==> src/rtl/dmem_pkg.sv <==
// Shared encodings for the data-memory controller: access sizes, requester ids,
// FSM states and the captured-request record.
package dmem_pkg;

    localparam logic [1:0] SZ_BYTE = 2'b00;
    localparam logic [1:0] SZ_HALF = 2'b01;
    localparam logic [1:0] SZ_WORD = 2'b10;

    localparam logic PORT_CPU = 1'b0;
    localparam logic PORT_DBG = 1'b1;

    typedef enum logic [1:0] {
        IDLE   = 2'b00,
        ACCESS = 2'b01,
        RMW_WR = 2'b10,
        RESP   = 2'b11
    } state_t;

    typedef struct packed {
        logic        we;
        logic [1:0]  size;
        logic        uns;
        logic [1:0]  off;
        logic [31:0] wdata;
    } req_t;

    // The reserved size code behaves as a full word.
    function automatic logic [1:0] norm_size(input logic [1:0] sz);
        return (sz == 2'b11) ? SZ_WORD : sz;
    endfunction

    function automatic logic misaligned(input logic [1:0] sz, input logic [1:0] off);
        return ((sz == SZ_HALF) && off[0]) || ((sz == SZ_WORD) && (off != 2'b00));
    endfunction

endpackage

==> src/rtl/dmem_ctrl_if.sv <==
// Requester load/store port: req held until gnt, one transaction in flight,
// completion signalled by a one-cycle rvalid carrying rdata/err.
interface dmem_ctrl_if;
    logic        req;
    logic        we;
    logic [1:0]  size;
    logic        uns;
    logic [31:0] addr;
    logic [31:0] wdata;
    logic        gnt;
    logic        rvalid;
    logic [31:0] rdata;
    logic        err;

    modport master (output req, we, size, uns, addr, wdata,
                    input  gnt, rvalid, rdata, err);
    modport slave  (input  req, we, size, uns, addr, wdata,
                    output gnt, rvalid, rdata, err);
endinterface

==> src/rtl/dmem_lane.sv <==
// Combinational byte-lane logic: load extraction with sign/zero extension and
// sub-word store merge. Half accesses ignore off[0], word accesses ignore off.
module dmem_lane
    import dmem_pkg::*;
(
    input  logic [1:0]  size_i,
    input  logic        uns_i,
    input  logic [1:0]  off_i,
    input  logic [31:0] ld_word_i,
    input  logic [31:0] st_word_i,
    input  logic [31:0] wdata_i,
    output logic [31:0] ld_data_o,
    output logic [31:0] st_data_o
);
    logic [7:0]  ld_byte;
    logic [15:0] ld_half;

    always_comb begin
        ld_byte   = ld_word_i[{off_i, 3'b000} +: 8];
        ld_half   = off_i[1] ? ld_word_i[31:16] : ld_word_i[15:0];
        ld_data_o = ld_word_i;
        st_data_o = wdata_i;
        case (size_i)
            SZ_BYTE: begin
                ld_data_o = uns_i ? {24'b0, ld_byte} : {{24{ld_byte[7]}}, ld_byte};
                st_data_o = st_word_i;
                st_data_o[{off_i, 3'b000} +: 8] = wdata_i[7:0];
            end
            SZ_HALF: begin
                ld_data_o = uns_i ? {16'b0, ld_half} : {{16{ld_half[15]}}, ld_half};
                st_data_o = off_i[1] ? {wdata_i[15:0], st_word_i[15:0]}
                                     : {st_word_i[31:16], wdata_i[15:0]};
            end
            default: ;
        endcase
    end
endmodule

==> src/rtl/dmem_ctrl.sv <==
// Two-requester (cpu/dbg) round-robin controller for a single-port word RAM; load and word
// store complete 2 cycles after gnt, sub-word stores 3 (read-modify-write). DMEM_MISALIGN_TRAP_EN traps misalignment.
module dmem_ctrl
    import dmem_pkg::*;
#(
    parameter int MEM_WORDS = 256
) (
    input  logic        clk,
    input  logic        rst,
    dmem_ctrl_if.slave  cpu,
    dmem_ctrl_if.slave  dbg,
    output logic        ram_we_o,
    output logic [31:0] ram_addr_o,
    output logic [31:0] ram_din_o,
    input  logic [31:0] ram_dout_i,
    output logic        busy_o
);
    localparam int IDX_W = $clog2(MEM_WORDS);

    state_t             state_q, state_d;
    logic               sel_q, last_q;
    req_t               req_q, cap_req;
    logic [IDX_W-1:0]   idx_q;
    logic [31:0]        merge_q, rdata_cpu_q, rdata_dbg_q;
    logic [31:0]        cap_addr, ld_data, st_data;
    logic               win_dbg, gnt_en, ld_en, merge_en, trap;
    logic               unused_addr;

    // dbg wins only when cpu is idle or cpu took the previous grant.
    assign win_dbg = dbg.req & (~cpu.req | (last_q == PORT_CPU));

    always_comb begin
        cap_addr      = win_dbg ? dbg.addr : cpu.addr;
        cap_req.we    = win_dbg ? dbg.we : cpu.we;
        cap_req.size  = norm_size(win_dbg ? dbg.size : cpu.size);
        cap_req.uns   = win_dbg ? dbg.uns : cpu.uns;
        cap_req.off   = cap_addr[1:0];
        cap_req.wdata = win_dbg ? dbg.wdata : cpu.wdata;
    end
    assign unused_addr = ^cap_addr[31:IDX_W+2];

`ifdef DMEM_MISALIGN_TRAP_EN
    assign trap = misaligned(req_q.size, req_q.off);
`else
    assign trap = 1'b0;
`endif

    always_comb begin
        state_d   = state_q;
        gnt_en    = 1'b0;
        ld_en     = 1'b0;
        merge_en  = 1'b0;
        ram_we_o  = 1'b0;
        ram_din_o = req_q.wdata;
        case (state_q)
            IDLE: begin
                if (cpu.req || dbg.req) begin
                    gnt_en  = 1'b1;
                    state_d = ACCESS;
                end
            end
            ACCESS: begin
                state_d = RESP;
                if (!trap) begin
                    if (!req_q.we) begin
                        ld_en = 1'b1;
                    end else if (req_q.size == SZ_WORD) begin
                        ram_we_o = 1'b1;
                    end else begin
                        merge_en = 1'b1;
                        state_d  = RMW_WR;
                    end
                end
            end
            RMW_WR: begin
                ram_we_o  = 1'b1;
                ram_din_o = st_data;
                state_d   = RESP;
            end
            RESP:    state_d = IDLE;
            default: state_d = IDLE;
        endcase
    end

    always_ff @(posedge clk or posedge rst) begin
        if (rst) begin
            state_q     <= IDLE;
            sel_q       <= PORT_CPU;
            last_q      <= PORT_DBG;
            req_q       <= '0;
            idx_q       <= '0;
            merge_q     <= '0;
            rdata_cpu_q <= '0;
            rdata_dbg_q <= '0;
        end else begin
            state_q <= state_d;
            if (gnt_en) begin
                sel_q  <= win_dbg;
                last_q <= win_dbg;
                req_q  <= cap_req;
                idx_q  <= cap_addr[IDX_W+1:2];
            end
            if (merge_en) merge_q <= ram_dout_i;
            if (ld_en && (sel_q == PORT_CPU)) rdata_cpu_q <= ld_data;
            if (ld_en && (sel_q == PORT_DBG)) rdata_dbg_q <= ld_data;
        end
    end

    dmem_lane u_lane (
        .size_i    (req_q.size),
        .uns_i     (req_q.uns),
        .off_i     (req_q.off),
        .ld_word_i (ram_dout_i),
        .st_word_i (merge_q),
        .wdata_i   (req_q.wdata),
        .ld_data_o (ld_data),
        .st_data_o (st_data)
    );

    assign ram_addr_o = 32'(idx_q) << 2;
    assign busy_o     = (state_q != IDLE);

    assign cpu.gnt    = gnt_en & ~win_dbg;
    assign dbg.gnt    = gnt_en & win_dbg;
    assign cpu.rvalid = (state_q == RESP) && (sel_q == PORT_CPU);
    assign dbg.rvalid = (state_q == RESP) && (sel_q == PORT_DBG);
    assign cpu.rdata  = rdata_cpu_q;
    assign dbg.rdata  = rdata_dbg_q;
    assign cpu.err    = cpu.rvalid & trap;
    assign dbg.err    = dbg.rvalid & trap;
endmodule

==> src/flat_wrapper.sv <==
// flat-port wrapper written by rule: the top's interface ports become plain ports
module dmem_ctrl_flat import dmem_pkg::*;
#(
    parameter int MEM_WORDS = 256
)
  (clk, rst, ram_we_o, ram_addr_o, ram_din_o, ram_dout_i, busy_o, cpu_req, cpu_we, cpu_size, cpu_uns, cpu_addr, cpu_wdata, cpu_gnt, cpu_rvalid, cpu_rdata, cpu_err, dbg_req, dbg_we, dbg_size, dbg_uns, dbg_addr, dbg_wdata, dbg_gnt, dbg_rvalid, dbg_rdata, dbg_err);
  dmem_ctrl_if cpu_i ();
  dmem_ctrl_if dbg_i ();
  input  logic clk;
  input  logic rst;
  output logic ram_we_o;
  output logic [31:0] ram_addr_o;
  output logic [31:0] ram_din_o;
  input  logic [31:0] ram_dout_i;
  output logic busy_o;
  input wire logic [$bits(cpu_i.req)-1:0] cpu_req;
  input wire logic [$bits(cpu_i.we)-1:0] cpu_we;
  input wire logic [$bits(cpu_i.size)-1:0] cpu_size;
  input wire logic [$bits(cpu_i.uns)-1:0] cpu_uns;
  input wire logic [$bits(cpu_i.addr)-1:0] cpu_addr;
  input wire logic [$bits(cpu_i.wdata)-1:0] cpu_wdata;
  output wire logic [$bits(cpu_i.gnt)-1:0] cpu_gnt;
  output wire logic [$bits(cpu_i.rvalid)-1:0] cpu_rvalid;
  output wire logic [$bits(cpu_i.rdata)-1:0] cpu_rdata;
  output wire logic [$bits(cpu_i.err)-1:0] cpu_err;
  input wire logic [$bits(dbg_i.req)-1:0] dbg_req;
  input wire logic [$bits(dbg_i.we)-1:0] dbg_we;
  input wire logic [$bits(dbg_i.size)-1:0] dbg_size;
  input wire logic [$bits(dbg_i.uns)-1:0] dbg_uns;
  input wire logic [$bits(dbg_i.addr)-1:0] dbg_addr;
  input wire logic [$bits(dbg_i.wdata)-1:0] dbg_wdata;
  output wire logic [$bits(dbg_i.gnt)-1:0] dbg_gnt;
  output wire logic [$bits(dbg_i.rvalid)-1:0] dbg_rvalid;
  output wire logic [$bits(dbg_i.rdata)-1:0] dbg_rdata;
  output wire logic [$bits(dbg_i.err)-1:0] dbg_err;
  assign cpu_i.req = cpu_req;
  assign cpu_i.we = cpu_we;
  assign cpu_i.size = cpu_size;
  assign cpu_i.uns = cpu_uns;
  assign cpu_i.addr = cpu_addr;
  assign cpu_i.wdata = cpu_wdata;
  assign cpu_gnt = cpu_i.gnt;
  assign cpu_rvalid = cpu_i.rvalid;
  assign cpu_rdata = cpu_i.rdata;
  assign cpu_err = cpu_i.err;
  assign dbg_i.req = dbg_req;
  assign dbg_i.we = dbg_we;
  assign dbg_i.size = dbg_size;
  assign dbg_i.uns = dbg_uns;
  assign dbg_i.addr = dbg_addr;
  assign dbg_i.wdata = dbg_wdata;
  assign dbg_gnt = dbg_i.gnt;
  assign dbg_rvalid = dbg_i.rvalid;
  assign dbg_rdata = dbg_i.rdata;
  assign dbg_err = dbg_i.err;
  dmem_ctrl #(.MEM_WORDS(MEM_WORDS)) u_core (.clk(clk), .rst(rst), .cpu(cpu_i), .dbg(dbg_i), .ram_we_o(ram_we_o), .ram_addr_o(ram_addr_o), .ram_din_o(ram_din_o), .ram_dout_i(ram_dout_i), .busy_o(busy_o));
endmodule
==> config.mk <==
export PLATFORM = sky130hd
export DESIGN_NAME = dmem_ctrl_flat
export DESIGN_NICKNAME = d
export VERILOG_FILES = /design/src/rtl/dmem_pkg.sv /design/src/rtl/dmem_ctrl_if.sv /design/src/rtl/dmem_lane.sv /design/src/rtl/dmem_ctrl.sv /design/src/flat_wrapper.sv
export SDC_FILE = /design/constraint.sdc
export NUM_CORES = 1
export LEC_CHECK = 0
export CAP_MARGIN = 20
export CORE_UTILIZATION = 45
export DETAILED_ROUTE_END_ITERATION = 16
export GPL_ROUTABILITY_DRIVEN = 0
export PLACE_DENSITY = 0.79
export SLEW_MARGIN = 20
export SYNTH_ARGS = -nofsm -noshare
export SYNTH_HDL_FRONTEND = slang
export SYNTH_SLANG_ARGS = --single-unit
==> constraint.sdc <==
create_clock -name clk -period 6.8 [get_ports clk]
set_input_delay 1.36 -clock clk [delete_from_list [all_inputs] [get_ports clk]]
set_output_delay 1.36 -clock clk [all_outputs]
set_load 0.03 [all_outputs]
# Word-level counts from Yosys, hierarchy flattened
# Cells that the tools add are included.
[word_totals] regBits=146 in_bits=172 out_inout_bits=136 wordCells=67
[classes] addsub=1 eq_ne=7 shift=3 muxes=28 bitwise_logic=8 reduce_logical=8
[op_table] operator="$mux 32" count=5
[op_table] operator="$pmux 32 s2" count=2
[op_table] operator="$bwmux 32" count=1
[op_table] operator="$shift 8x7->32 const A" count=1
[op_table] operator="$shiftx 32x6->8" count=1
[op_table] operator="$shiftx 8x7->32" count=1
[op_table] operator="$mux 16" count=1
[op_table] operator="$mux 1" count=12
[op_table] operator="$mux 10" count=1
[op_table] operator="$eq 2x2->1 const B" count=4
[op_table] operator="$mux 2" count=4
[op_table] operator="$pmux 2 s4" count=1
[op_table] operator="$neg 5->7" count=1
[op_table] operator="$eq 2x1->1 const B" count=2
[op_table] operator="$logic_and 1x1->1" count=4
[op_table] operator="$logic_not 2->1" count=2
[op_table] operator="$not 1->1" count=4
[op_table] operator="$and 1x1->1" count=3
[op_table] operator="$ne 2x1->1 const B" count=1
[op_table] operator="$pmux 1 s2" count=1
[op_table] operator="$reduce_bool 2->1" count=1
[op_table] operator="$logic_or 1x1->1" count=1
[op_table] operator="$or 1x1->1" count=1

# Logic depth before layout (Yosys ltp)
# Gate-level depths: netlist of run 1.
[depth] ltp_word=6 ltp_mapped=8 mapped_depth_nobuf=6

# Cells and area by module
# A second synthesis of run 1 with hierarchy kept.
[unflattened] hier_cells=717 hier_area_um2=8122.8
[by_module_without_submodules] module="dmem_ctrl" instances=1 cells_per_inst=457 area_each_um2=6466.2 seq_area_each_um2=3654.8
[by_module_without_submodules] module="dmem_lane" instances=1 cells_per_inst=260 area_each_um2=1656.6 seq_area_each_um2=0.0

# Least setup slack after synthesis of run 1
# OpenSTA, ideal clock, no wires.
[synth_path] kind="input to output" from="input port dbg_req" to="output port cpu_gnt" arrival_time_ps=2338 required_ps=5440 path_slack_ps=3102 path_stages=3 path_buffers=1 cell_sequence="a21boi_1 nor2_1 clkbuf_1"
[synth_via] elab_chain_cells=4 word_cells_on_any_way=6 cone_classes="mux: 2; bitwise: 3; reduce/logical: 1"
[synth_rtl] item="start: declaration" line_no="flat_wrapper.sv:26" text="input wire logic [$bits(dbg_i.req)-1:0] dbg_req;"
[synth_rtl] item="$logic_or 1x1->1" line_no="dmem_ctrl.sv:57" text="if (cpu.req || dbg.req) begin"
[synth_rtl] item="$mux 1" line_no="dmem_ctrl.sv:57"
[synth_rtl] item="$mux 1" line_no="dmem_ctrl.sv:55" text="case (state_q)"
[synth_rtl] item="$and 1x1->1 (*)" line_no="dmem_ctrl.sv:123" text="assign cpu.gnt = gnt_en & ~win_dbg;"
[synth_rtl] item="end: declaration" line_no="flat_wrapper.sv:22" text="output wire logic [$bits(cpu_i.gnt)-1:0] cpu_gnt;"
# Every way passes the cells marked *; elsewhere a longest branch is shown, timed or not.

# Worst setup path in the final report of run 1
[layout_path] from="register u_core.req_q[32] (netlist name)" to="output port ram_din_o[24]"
[layout_via] elab_chain_cells=5 word_cells_on_any_way=6 cone_classes="add/sub: 1; shift: 2; mux: 3"
[layout_rtl] item="start: declaration" line_no="dmem_ctrl.sv:22" text="req_t req_q, cap_req;"
[layout_rtl] item="start signal: assignment" line_no="dmem_ctrl.sv:100" text="req_q <= cap_req;"
[layout_rtl] item="$neg 5->7 (*)" line_no="dmem_lane.sv:27" text="st_data_o[{off_i, 3'b000} +: 8] = wdata_i[7:0];"
[layout_rtl] item="$shiftx 8x7->32 or $shift 8x7->32 (tied branches)" line_no="dmem_lane.sv:27"
[layout_rtl] item="$bwmux 32 (*)" line_no="dmem_lane.sv:27"
[layout_rtl] item="$pmux 32 s2 (*)" line_no="dmem_lane.sv:23" text="case (size_i)"
[layout_rtl] item="$mux 32 (*)" line_no="dmem_ctrl.sv:55"
[layout_rtl] item="end: declaration" line_no="flat_wrapper.sv:13" text="output logic [31:0] ram_din_o;"
# Marks and branches as above.

==> impl_metrics.env, run 1 <==
export IMPL_critPathSlowestCell="clkdlybuf4s50_1"
export IMPL_whs_ns=0.486
export IMPL_ys_async_sr_fraction_pct=100
export IMPL_finalHoldViolations=0
export IMPL_die_w_um=135
export IMPL_synth_top_cell_area_share_pct=45.3
export IMPL_fin_ws_ns=2.04
export IMPL_yosysSeqAreaShare_pct=45.7
export IMPL_combPwrFrac_pct=56.7
export IMPL_synth_edff_count=0
export IMPL_clkSinkCount=146
export IMPL_firstDrtPassIters=10
export IMPL_drt_iter0_drc=920
export IMPL_antennaDiodeCount=0
export IMPL_switching_share_pct=45.3
export IMPL_drive_above_1_share_pct=14.0
export IMPL_nets=1147
export IMPL_grt_ovfl_total=0
export IMPL_seq_area_um2=3660
export IMPL_yosys_cell_types_count=56
export IMPL_slew_headroom_pct=35.8
export IMPL_postCtsSetupRepairBufs=0
export IMPL_met1Wirelength_mm=10.8
export IMPL_num_io_pins=308
export IMPL_rsz0062_at_grt="no"
export IMPL_core_area_um2=17400
export IMPL_start_kind="flop"
export IMPL_p_seq_share_pct=27.3
export IMPL_yosysWarnings=0
export IMPL_max_stage_delay_ns=0.75
export IMPL_dp_slack_ns=2.10
export IMPL_multi_input_comb_area_um2=3830
export IMPL_fill_cells=1407
export IMPL_finalSetupViolCount=0
export IMPL_drv_slew=0
export IMPL_cellLeakagePower_uw=0.00469
export IMPL_finalSetupTns_ns=0
export IMPL_postCtsHoldBufs=0
export IMPL_dp_hpwl_mm=17.8
export IMPL_synth_main_ff_cell="dfrtp_1"
export IMPL_ys_top_cells_by_area="dfrtp_1 45%, a221oi_2 6.8%, a222oi_1 5.5%, mux2_2 5.5%, nor2b_1 3.0%"
export IMPL_p_int_uw=3420
export IMPL_cts_max_level=4
export IMPL_hp_class="reg -> reg"
export IMPL_clock_skew_ns=0.00571
export IMPL_ys_ff_latch=146
export IMPL_p_sw_uw=2840
export IMPL_crit_arrival_ns=3.40
export IMPL_wl_met2_mm=11.9
export IMPL_crit_type="reg -> out"
export IMPL_highest_layer="met4"
export IMPL_p_per_area_nw_per_um2=567
export IMPL_ctsResizeCount=0
export IMPL_cts_root_buf="clkbuf_16"
export IMPL_num_rows=48
export IMPL_grt_use_total_pct=27.9
export IMPL_dieArea_um2=18300
export IMPL_cts_buffers=17
export IMPL_start_util_pct=46.1
export IMPL_tightest_slew_ns=0.960
export IMPL_grt_pass1_wl_mm=38.6
export IMPL_crit_path_end_kind="primary output"
export IMPL_yosysTopAreaCell="dfrtp_1"
export IMPL_p_clk_share_pct=16.0
export IMPL_run_status="finished clean"
export IMPL_final_period_utilization_pct=70.0
export IMPL_cts_max_path_buffers=2
export IMPL_drc_errors=0
export IMPL_cp_cell_sequence="inv_1 > ha_1 > and4b_1 > a21oi_1 > o221ai_1 > clkdlybuf4s50_1"
export IMPL_critPathRequiredTime_ns=5.44
export IMPL_syn_area_um2=8000
export IMPL_syn_avg_cell_area_um2=10.6
export IMPL_wl_mm=25.1
export IMPL_dr_wl_met3_mm=1.70
export IMPL_grt_pass1_vias=6914
export IMPL_via_per_inst=5.90
export IMPL_period_minus_slack_ns=4.76
export IMPL_cp_max_fo=11
export IMPL_syn_inst=754
export IMPL_antenna_left=0
export IMPL_portBuffers=237
export IMPL_area_delta_synth_final_pct=37.9
export IMPL_cts_tree="done"
export IMPL_vias=7097
export IMPL_worstSkewPairLatency_ns=0.43
export IMPL_max_freq_mhz=210
export IMPL_grt_start_max_net_pins=97
export IMPL_drv_cap=0
export IMPL_dieHeight_um=135
export IMPL_wl_per_cell_um=20.9
export IMPL_ir_worst_vdd_uv=300
export IMPL_cts_clk_slew_worst_paths_ns=0.06
export IMPL_antenna_found_initial=0
==> worst max-delay path: cells and delay by family, from the launching register on <==
family / cells / cell delay [ns]
AO/OA/AOI/OAI: 2 / 0.37
adder cells (fa/ha/maj): 1 / 0.50
buffers and inverters: 2 / 0.96
flip-flops: 1 / 0.61
AND/OR/NAND/NOR: 1 / 0.51
==> area by class of cell <==
type / count / share of cell area, %
clock buffer: 19 / 3.92
multi-input combinational: 500 / 34.7
sequential: 146 / 33.1
clock inverter: 13 / 1.69
timing repair buffer: 247 / 22.2
tap: 225 / 2.55
inverter: 53 / 1.85
==> metal layers <==
| metal | GRT usage (%) | vias up |
|---|---|---|
| li1 | - | 3198 |
| met3 | 5.72 | 47 |
| met5 | 0 | - |
| met1 | 37.5 | 3526 |
| met4 | 10.9 | 0 |
| met2 | 44.1 | 326 |
==> through the flow <==
stage                     std cells  area (um2)  total power, uW  util, %
after global placement         1171       10400             5170     60.0
after CTS                      1203       11000             6250     63.6
after global routing           1203       11000             6610     63.6
after detailed placement       1171       10400             5250     60.0
final                          1203       11000             6260     63.6
after floorplan                 779        8100             4000        -
==> worst paths after layout <==
check	end	slack, ns	from	depth (start not counted)
min in group asynchronous	u_core.dbg.rdata[23]	1.50	rst	2
max reg2reg	u_core.cpu.rdata[30]	4.07	u_core.state_q[1]	5
min reg2reg	u_core.cpu.rdata[7]	0.49	u_core.cpu.rdata[7]	2
min	u_core.cpu.rdata[7]	0.49	u_core.cpu.rdata[7]	2
max	ram_din_o[24]	2.04	u_core.req_q[32]	6
max in group asynchronous	u_core.dbg.rdata[8]	4.12	rst	3
==> power by group through the flow <==
stage          clock network, uW  registers, uW  logic [uW]
2_1_floorplan                  0           1980        2020
4_1_cts                     1000           1700        3550
3_5_place_dp                   0           1710        3540
3_3_place_gp                   0           1690        3480
6_report                    1000           1710        3550
5_1_grt                     1040           1750        3820
==> synth_stat cells, types with 10 or more instances <==
| cell type | number |
|---|---|
| o221ai_1 | 16 |
| buf_2 | 17 |
| o21ai_0 | 13 |
| a221oi_2 | 36 |
| mux2i_1 | 18 |
| clkbuf_1 | 30 |
| nor2_1 | 61 |
| dfrtp_1 | 145 |
| inv_1 | 53 |
| a22oi_1 | 11 |
| nand2_1 | 59 |
| ha_1 | 10 |
| nor2b_1 | 38 |
| a222oi_1 | 44 |
| mux2_2 | 39 |
| a221oi_1 | 15 |
| a21oi_1 | 35 |
| buf_4 | 28 |
==> flip-flops by register name, indices dropped and copies added (netlist names) <==
register,count
u_core.sel_q,1
u_core.req_q,38
u_core.merge_q,32
u_core.cpu.rdata,32
u_core.last_q,1
u_core.state_q,2
u_core.dbg.rdata,32
u_core.idx_q,8
==> cell families (layout without fill, tap and decap cells) <==
group,Yosys count,after routing,synth area share [%]
multiplexers,62,62,8.61
other,1,26,0.0469
flip-flops,146,146,45.7
adder cells (fa/ha/maj),10,10,1.56
buffers and inverters,133,332,8.00
AND/OR/NAND/NOR,187,187,11.8
AO/OA/AOI/OAI,215,215,24.4
==> cells in the final DEF, fill, tap and decap left out, types with 5 or more instances in the layout <==
master / netlist / final
clkdlybuf4s50_1: 0 / 237
dfrtp_1: 145 / 144
nor2_1: 61 / 60
nand2_1: 59 / 59
inv_1: 53 / 52
a222oi_1: 44 / 44
mux2_2: 39 / 39
nor2b_1: 38 / 38
a221oi_2: 36 / 36
a21oi_1: 35 / 34
conb_1: 1 / 26
mux2i_1: 18 / 18
clkbuf_16: 0 / 17
o221ai_1: 16 / 16
a221oi_1: 15 / 15
o21ai_0: 13 / 13
a22oi_1: 11 / 11
ha_1: 10 / 10
buf_4: 28 / 10
a22o_1: 9 / 9
a41oi_1: 8 / 8
a31oi_1: 6 / 6
o21ai_1: 6 / 5
Power figures use the tool's default switching activity.
==> inputs of run 2 (changes only) <==
- clock period: 6.8 -> 4.7 ns (I/O delays scaled with it)
==> run 2 against run 1 <==
Compared with the run above: routed wire length down 1.2%; highest routed layer unchanged; worst hold slack better by 0.0012 ns; die area unchanged; utilization up 0.17 points; sequential share of layout area down 0.090 points; largest power group unchanged; clock skew up 0.0010 ns.
==> impl_metrics.env, run 2 (same netlist as run 1, synthesis figures left out) <==
export IMPL_run_status="finished clean"
export IMPL_firstDrtPassIters=8
export IMPL_drc_errors=0
export IMPL_finalHoldViolations=0
export IMPL_grt_pass1_vias=6960
export IMPL_instances_no_fill=1207
export IMPL_cts_buffers=17
export IMPL_die_w_um=135
export IMPL_p_per_area_nw_per_um2=813
export IMPL_postLayoutCoreUtil_pct=63.8
export IMPL_drt_iter0_drc=873
export IMPL_crit_path_end_kind="primary output"
export IMPL_max_freq_mhz=233
export IMPL_final_common_cell="clkdlybuf4s50_1"
export IMPL_dp_hpwl_mm=17.6
export IMPL_drive_above_1_share_pct=15.2
export IMPL_clkSinkCount=146
export IMPL_cp_max_fo=11
export IMPL_crit_type="reg -> out"
export IMPL_grt_ovfl_total=0
export IMPL_antenna_left=0
export IMPL_top_register="u_core.req_q"
export IMPL_postCtsHoldBufs=0
export IMPL_final_period_utilization_pct=91.2
export IMPL_regToRegStartpoint="u_core.state_q[1]"
export IMPL_wl_mm=24.8
export IMPL_wl_per_cell_um=20.5
export IMPL_num_io_pins=308
export IMPL_antennaDiodeCount=0
export IMPL_slew_headroom_pct=36.0
export IMPL_area_delta_synth_final_pct=38.3
export IMPL_hp_class="reg -> reg"
export IMPL_ctsResizeCount=0
export IMPL_rsz0062_at_grt="no"
export IMPL_grt_use_total_pct=27.7
export IMPL_drv_slew=0
export IMPL_postCtsSetupRepairBufs=0
export IMPL_crit_arrival_ns=3.35
export IMPL_cts_max_level=4
export IMPL_cts_max_path_buffers=2
export IMPL_start_util_pct=46.1
export IMPL_finalSetupTns_ns=0
export IMPL_grt_pass1_wl_mm=38.5
export IMPL_vias=7123
export IMPL_finalSetupViolCount=0
export IMPL_cellLeakagePower_uw=0.00470
export IMPL_cts_tree="done"
export IMPL_dp_slack_ns=0.953
export IMPL_drv_cap=0
export IMPL_cp_cell_sequence="inv_1 > ha_1 > and4b_1 > a21oi_1 > o221ai_1 > clkdlybuf4s50_1"
export IMPL_antenna_found_initial=0
export IMPL_final_cell_mix="231 x clkdlybuf4s50_1, 144 x dfrtp_1, 60 x nor2_1"
export IMPL_largest_register_ffs=38
export IMPL_ir_worst_vdd_uv=440
export IMPL_critPathSlowestCell="clkdlybuf4s50_1"
export IMPL_startpoint="u_core.req_q[32]"
export IMPL_grt_start_max_net_pins=147
export IMPL_fin_ws_ns=0.412
export IMPL_portBuffers=237
export IMPL_critPathRequiredTime_ns=3.76
export IMPL_dieHeight_um=135
export IMPL_nets=1151
export IMPL_via_per_inst=5.90
export IMPL_max_stage_delay_ns=0.77
export IMPL_hp_start="u_core.merge_q[0]"
export IMPL_cts_clk_slew_worst_paths_ns=0.06
export IMPL_num_rows=48
export IMPL_period_minus_slack_ns=4.29
export IMPL_core_area_um2=17400
export IMPL_dieArea_um2=18300
export IMPL_dp_cells=1175
export IMPL_fill_cells=1408
export IMPL_tightest_slew_ns=0.957
export IMPL_clock_skew_ns=0.00674
export IMPL_worstSkewPairLatency_ns=0.43
export IMPL_start_kind="flop"
export IMPL_cts_root_buf="clkbuf_16"
## run 2: cell count changes in the layout (fill, tap and decap cells not counted), sizes merged
cell and change:
inv +2, bufinv -3, clkinv -1, buf +10, clkinvlp +2, clkdlybuf4s50 -6
## run 2: area by class of cell
| type | instances | area [um2] | share of cell area [%] |
|---|---|---|---|
| Multi-Input combinational cell | 500 | 3830 | 34.6 |
| Clock inverter | 13 | 129 | 1.16 |
| Sequential cell | 146 | 3660 | 33.0 |
| Inverter | 53 | 203 | 1.83 |
| Clock buffer | 19 | 443 | 4.00 |
| Timing Repair Buffer | 251 | 2520 | 22.8 |
| Tap cell | 225 | 282 | 2.54 |
## run 2: final timing paths
path | end | slack, ns | cells past startpoint
worst max register to register | u_core.cpu.rdata[31] | 1.97 | 5
worst max-delay path | ram_din_o[31] | 0.41 | 6
worst min-delay path | u_core.merge_q[0] | 0.49 | 1
max in group asynchronous | u_core.req_q[36] | 2.94 | 3
min in group asynchronous | u_core.cpu.rdata[27] | 1.02 | 3
worst min register to register | u_core.merge_q[0] | 0.49 | 1
## run 2: critical path, delay by kind of cell, from the launching register on
kind | cells | cell delay (ns)
AO/OA/AOI/OAI | 2 | 0.32
flip-flops | 1 | 0.62
AND/OR/NAND/NOR | 1 | 0.51
adder cells (fa/ha/maj) | 1 | 0.49
buffers and inverters | 2 | 0.97
## run 2: metrics by stage
stage	power, uW	instance area [um2]	hold WS, ns
finish	9000	11100	0.487
global route	9520	11100	0.517
CTS	9010	11100	0.494
detailed placement	7660	10500	0.480
global placement	7550	10500	0.462
floorplan	5780	8100	0.456
## run 2: power by group
group / internal (uW) / switching, uW
sequential: 1900 / 540
clock: 749 / 570
combinational: 2220 / 3010
total: 4880 / 4120
## run 2: per-layer routing
layer | track usage (%) | share of wire [%]
met1 | 36.4 | 41
met4 | 10.6 | 2.6
met3 | 6.51 | 7.6
met5 | 0 | 0
met2 | 44.4 | 48
==> inputs of run 3 (changes only) <==
- ABC_CLOCK_PERIOD_IN_PS: default -> 4700
- CAP_MARGIN: 20 -> default
==> results of run 3 <==
Final layout, timing and power as in run 2 (identical DEF).
